$ cat src/rtl/cmd_frame_parser.sv
// Byte-stream framer: finds AA 55 frames, checks length/checksum, buffers the payload,
// then replays validated frames onto the command bus as start / indexed beats / done.
module cmd_frame_parser #(
  parameter int MAX_PAYLOAD    = 64,
  parameter int TIMEOUT_CYCLES = 600000
) (
  input  logic        clk,
  input  logic        rst_n,
  input  logic [7:0]  in_data,
  input  logic        in_valid,
  output logic        in_ready,
  output logic [7:0]  cmd_type,
  output logic [15:0] cmd_length,
  output logic [7:0]  cmd_data,
  output logic [15:0] cmd_data_index,
  output logic        cmd_start,
  output logic        cmd_data_valid,
  output logic        cmd_done,
  input  logic        cmd_ready,
  output logic        err_pulse,
  output logic [1:0]  err_code
);
  localparam int AW = (MAX_PAYLOAD > 1) ? $clog2(MAX_PAYLOAD) : 1;
  localparam int TW = $clog2(TIMEOUT_CYCLES + 1);
  localparam logic [15:0] MAXP     = 16'(MAX_PAYLOAD);
  localparam logic [TW-1:0] TMO_LAST = TW'(TIMEOUT_CYCLES - 1);

  typedef enum logic [3:0] {
    S_SYNC1, S_SYNC2, S_CMD, S_LENH, S_LENL, S_PAY, S_CSUM, S_START, S_DATA, S_DONE
  } state_t;

  state_t        state_q;
  logic [7:0]    csum_q, cmd_q, lenh_q;
  logic [15:0]   len_q, wr_idx_q, rd_idx_q;
  logic [TW-1:0] tmo_q;
  logic [7:0]    buf_q [MAX_PAYLOAD];
  logic [7:0]    cmd_type_q, cmd_data_q;
  logic [15:0]   cmd_length_q, cmd_index_q;
  logic          cmd_start_q, cmd_valid_q, cmd_done_q, err_pulse_q;
  logic [1:0]    err_code_q;

  logic          accept, rx_active;
  logic [15:0]   len_full, wr_nxt, rd_nxt;
  logic [7:0]    csum_add;

  assign in_ready  = (state_q <= S_CSUM);
  assign accept    = in_valid && in_ready;
  assign rx_active = in_ready && (state_q != S_SYNC1);
  assign len_full  = {lenh_q, in_data};
  assign csum_add  = csum_q + in_data;
  assign wr_nxt    = wr_idx_q + 16'd1;
  assign rd_nxt    = rd_idx_q + 16'd1;

  // Payload storage carries no reset; it is always written before being read.
  always_ff @(posedge clk) begin
    if (accept && state_q == S_PAY) buf_q[wr_idx_q[AW-1:0]] <= in_data;
  end

  always_ff @(posedge clk or negedge rst_n) begin
    if (!rst_n) begin
      state_q      <= S_SYNC1;
      csum_q       <= '0;
      cmd_q        <= '0;
      lenh_q       <= '0;
      len_q        <= '0;
      wr_idx_q     <= '0;
      rd_idx_q     <= '0;
      tmo_q        <= '0;
      cmd_type_q   <= '0;
      cmd_length_q <= '0;
      cmd_data_q   <= '0;
      cmd_index_q  <= '0;
      cmd_start_q  <= 1'b0;
      cmd_valid_q  <= 1'b0;
      cmd_done_q   <= 1'b0;
      err_pulse_q  <= 1'b0;
      err_code_q   <= '0;
    end else begin
      cmd_start_q <= 1'b0;
      cmd_done_q  <= 1'b0;
      err_pulse_q <= 1'b0;

      // Inter-byte watchdog; only idle receive cycles advance it.
      if (rx_active && !accept) begin
        if (tmo_q == TMO_LAST) begin
          tmo_q       <= '0;
          err_code_q  <= 2'd3;
          err_pulse_q <= 1'b1;
          state_q     <= S_SYNC1;
        end else begin
          tmo_q <= tmo_q + 1'b1;
        end
      end else begin
        tmo_q <= '0;
      end

      case (state_q)
        S_SYNC1: if (accept && in_data == 8'hAA) state_q <= S_SYNC2;
        S_SYNC2: if (accept) begin
          if (in_data == 8'h55)      state_q <= S_CMD;
          else if (in_data != 8'hAA) state_q <= S_SYNC1;
        end
        S_CMD: if (accept) begin
          cmd_q   <= in_data;
          csum_q  <= in_data;
          state_q <= S_LENH;
        end
        S_LENH: if (accept) begin
          lenh_q  <= in_data;
          csum_q  <= csum_add;
          state_q <= S_LENL;
        end
        S_LENL: if (accept) begin
          csum_q   <= csum_add;
          len_q    <= len_full;
          wr_idx_q <= '0;
          if (len_full > MAXP) begin
            err_code_q  <= 2'd2;
            err_pulse_q <= 1'b1;
            state_q     <= S_SYNC1;
          end else if (len_full == 16'd0) begin
            state_q <= S_CSUM;
          end else begin
            state_q <= S_PAY;
          end
        end
        S_PAY: if (accept) begin
          csum_q   <= csum_add;
          wr_idx_q <= wr_nxt;
          if (wr_nxt == len_q) state_q <= S_CSUM;
        end
        S_CSUM: if (accept) begin
          if (in_data == csum_q) begin
            cmd_type_q   <= cmd_q;
            cmd_length_q <= len_q;
            cmd_start_q  <= 1'b1;
            state_q      <= S_START;
          end else begin
            err_code_q  <= 2'd1;
            err_pulse_q <= 1'b1;
            state_q     <= S_SYNC1;
          end
        end
        S_START: begin
          rd_idx_q <= '0;
          if (len_q == 16'd0) begin
            cmd_done_q <= 1'b1;
            state_q    <= S_DONE;
          end else begin
            cmd_valid_q <= 1'b1;
            cmd_data_q  <= buf_q[0];
            cmd_index_q <= '0;
            state_q     <= S_DATA;
          end
        end
        S_DATA: if (cmd_ready) begin
          if (rd_nxt < len_q) begin
            rd_idx_q    <= rd_nxt;
            cmd_data_q  <= buf_q[rd_nxt[AW-1:0]];
            cmd_index_q <= rd_nxt;
          end else begin
            cmd_valid_q <= 1'b0;
            cmd_done_q  <= 1'b1;
            state_q     <= S_DONE;
          end
        end
        S_DONE:  state_q <= S_SYNC1;
        default: state_q <= S_SYNC1;
      endcase
    end
  end

  assign cmd_type       = cmd_type_q;
  assign cmd_length     = cmd_length_q;
  assign cmd_data       = cmd_data_q;
  assign cmd_data_index = cmd_index_q;
  assign cmd_start      = cmd_start_q;
  assign cmd_data_valid = cmd_valid_q;
  assign cmd_done       = cmd_done_q;
  assign err_pulse      = err_pulse_q;
  assign err_code       = err_code_q;
endmodule

$ cat config.mk
export PLATFORM = sky130hd
export DESIGN_NAME = cmd_frame_parser
export DESIGN_NICKNAME = d
export VERILOG_FILES = /design/src/rtl/cmd_frame_parser.sv
export SDC_FILE = /design/constraint.sdc
export NUM_CORES = 1
export LEC_CHECK = 0
export CAP_MARGIN = 20
export CELL_PAD_IN_SITES_DETAIL_PLACEMENT = 2
export CELL_PAD_IN_SITES_GLOBAL_PLACEMENT = 2
export CORE_ASPECT_RATIO = 0.9
export CORE_UTILIZATION = 40
export DETAILED_ROUTE_END_ITERATION = 10
export GPL_TIMING_DRIVEN = 0
export PLACE_DENSITY_LB_ADDON = 0.1
export SYNTH_ARGS = -nofsm -noshare
export SYNTH_HDL_FRONTEND = slang
export SYNTH_SLANG_ARGS = --single-unit
$ cat constraint.sdc
create_clock -name clk -period 4 [get_ports clk]
set_input_delay 1.2 -clock clk [delete_from_list [all_inputs] [get_ports clk]]
set_output_delay 1.2 -clock clk [all_outputs]
set_load 0.1 [all_outputs]
==> flow_summary.yaml <==
outcome:
  status: "finished with violations"
  violations: "setup timing"
power:
  pwr_density_cell_mw_per_mm2: 449
  leakage_nw: 11.3
  ir_worst_vdd_v: 0.000233
routing:
  wire_per_inst_um: 29.9
  drc: 0
  wl_met3_um: 4990
  postRouteAntennaNets: 0
  drtIter0Drc: 1229
  vias: 16148
  vias_per_cell: 5.72
  wl_um: 84300
  met2WireLength_um: 40200
  topRoutingLayerUsed: "met5"
  wl_met1_um: 37300
  dr.pass1.iters: 5
sta:
  hold_violations: 0
  period_minus_slack_ps: 4070
  timing.hold.ws_ps: 482
  grt_setup_unrepaired: "true"
  finalSetupViolations: 25
  slew_headroom_pct: 29.5
  fin_crit_sh_pct: 102
  max_freq_ghz: 0.246
  finClkSkew_ps: 24.8
  timing.final.ws_setup_ps: -67.8
  tightest_slew_ps: 1050
  slew_violations: 0
min_path:
  holdCritPathClass: "reg -> reg"
worst_setup_path:
  reg2reg_slack_ps: -70
  worst_ep_arrival_time_ps: 4290
  start_kind: "flip-flop"
  r2r-start: "state_q[0]$_DFF_PN0_"
  worstPathRequired_ps: 4220
  worst-setup-path-type: "reg -> reg"
  setup.worst_path.start: "state_q[0]$_DFF_PN0_"
  crit_end: "buf_q[61][7]$_DFFE_PP_"
  r2r-end: "buf_q[61][7]$_DFFE_PP_"
  worst_r2r_path_depth: 5
  worstPathMaxFanout: 10
  end_kind: "flip-flop"
floorplan:
  initial_core_util_pct: 40.5
  die-height_um: 252
  die_w_um: 280
  rows: 91
  io_pins: 67
  die_area_mm2: 0.0705
  coreArea_mm2: 0.0687
synthesis:
  async_flop_share_pct: 22.7
  synth_edf_count: 512
  netlist_instances: 1683
  synth_most_common_cell: "edfxtp_1"
  synth_top_area_share_pct: 55.3
  ys_seq_area_share_pct: 68.9
  yosysTopAreaCell: "edfxtp_1"
  syn_area_mm2: 0.0278
  synth.avg_cell_area_um2: 16.5
  ys_warn_count: 0
  synth_cell_type_count: 65
  synth_flop_cell: "edfxtp_1"
  yosys-top-cells-count: "512 x edfxtp_1, 154 x mux4_2, 150 x dfrtp_1"
  synth_nets: 1721
  ys_seq_elements: 662
  synth_area_leaders: "edfxtp_1 55%, dfrtp_1 14%, mux4_2 12%"
cells_and_area:
  fin_area_mm2: 0.0325
  drive_gt1_share_pct: 23.1
  syn_to_final_growth_pct: 16.9
  nets: 1872
  antenna_cells: 0
  stdcell_count: 2823
clock_network:
  htreeDepth: 3
  cts_buffer_depth: 3
  clk_pin_slew_ps: 60
  cts_buffers: 73
  clkLatencyLatePin_ps: 620
  cts_tree: "done"
  cts_sinks: 662
  postCtsHoldBufs: 0
  clock-root-buffer: "clkbuf_16"
global_routing:
  grt_pass1_wl_um: 124000
  gr-total-overflow: 0
  grt_usage_pct: 24.5
  grt_pass1_vias: 17506
  grt_max_degree: 95
  antenna_found_initial: 3
placed_design:
  port-buffer-count: 64
  gp_congestion: 0.809
  dp.cells: 2683
  place_area_mm2: 0.0297
  hpwl_um: 56700
run:
  drv_cap: 0
## final cells by class
class                           count  area (um2)
Clock inverter                     27         340
Inverter                           39         149
Clock buffer                      107        2090
Buffer                             89         454
Timing Repair Buffer               76         772
Fill cell                        6340       36200
Tap cell                          930        1160
Multi-Input combinational cell    893        8370
Sequential cell                   662       19100
## sequential cells by signal (all words and copies together), names as in the netlist, 2 cells and up
signal          cells
lenh_q              8
cmd_data            8
tmo_q              20
buf_q             512
state_q             4
csum_q              8
cmd_type            8
len_q              16
wr_idx_q           16
cmd_length         16
cmd_data_index     16
cmd_q               8
err_code            2
rd_idx_q           16
## power by group
group          switching (mW)  internal, mW  total [mW]
clock network            2.78          4.15        6.93
logic                   0.177        0.0332       0.210
registers             0.00321          7.42        7.43
## layer usage
layer	vias up	GRT usage, %
met3	116	5.55
li1	6870	-
met2	458	38.8
met4	2	6.45
met5	-	0
met1	8702	34.2
## through the flow
stage,utilization [%],setup TNS (ps),total power [mW],setup slack (ps)
after floorplan,-,0,7.61,182
after global placement,43.1,-1442690,7.78,-4960
after detailed placement,43.2,-312160,7.78,-1030
after CTS,47.0,-3390,14.7,-132
after global routing,47.3,-9250,14.9,-230
final,47.3,-1110,14.6,-67.8
## how the worst min path moves through the flow
stage | from | to | slack [ps] | cells after the start
floorplan | cmd_q[1]$_DFFE_PN0P_ | cmd_q[1]$_DFFE_PN0P_ | 440 | 2
global placement | cmd_data_index[15]$_DFFE_PN0P_ | cmd_data_index[15]$_DFFE_PN0P_ | 460 | 1
detailed placement | cmd_data_index[15]$_DFFE_PN0P_ | cmd_data_index[15]$_DFFE_PN0P_ | 470 | 1
CTS | cmd_data_index[15]$_DFFE_PN0P_ | cmd_data_index[15]$_DFFE_PN0P_ | 490 | 1
global route | cmd_data_index[15]$_DFFE_PN0P_ | cmd_data_index[15]$_DFFE_PN0P_ | 490 | 1
finish | cmd_data_index[15]$_DFFE_PN0P_ | cmd_data_index[15]$_DFFE_PN0P_ | 480 | 1
## cell usage in the layout (no fill, tap or decap), types with 23 or more instances in the layout
| master | synthesis | routed |
|---|---|---|
| nand3_1 | 50 | 48 |
| dfrtp_1 | 150 | 146 |
| o21ai_0 | 63 | 63 |
| clkbuf_1 | 49 | 70 |
| xor2_1 | 28 | 27 |
| a21oi_1 | 37 | 36 |
| ha_1 | 25 | 24 |
| buf_2 | 23 | 23 |
| nor2_1 | 130 | 82 |
| clkbuf_16 | 0 | 77 |
| xnor2_1 | 26 | 25 |
| inv_1 | 38 | 38 |
| mux2_2 | 40 | 40 |
| nand2_1 | 97 | 97 |
| mux4_2 | 154 | 154 |
| nor2_2 | 0 | 47 |
| edfxtp_1 | 512 | 512 |
| clkdlybuf4s50_1 | 0 | 54 |
## repair_timing
action	4_1_cts	5_1_grt
setup buffers	5	1
pin swaps	4	3
setup endpoints to repair	139	385
resized for setup	34	58
## critical path: stages (launching register included)
cell and delay (ps):
dfrtp_1 400, clkbuf_1 420, clkbuf_1 410, clkbuf_1 490, nand4_1 880, nor2_1 1080
## cell families (layout without fill, tap and decap cells)
kind of cell    Yosys count  count (layout)  synth area share, %
simple gates            410             410                 7.00
buf+inv                 128             338                 2.03
fa+ha+maj                26              26                 1.20
flops                   662             662                 68.9
mux                     207             207                 14.6
compound gates          194             194                 4.52
xor+xnor                 56              56                 1.82
Power figures use the tool's default switching activity.
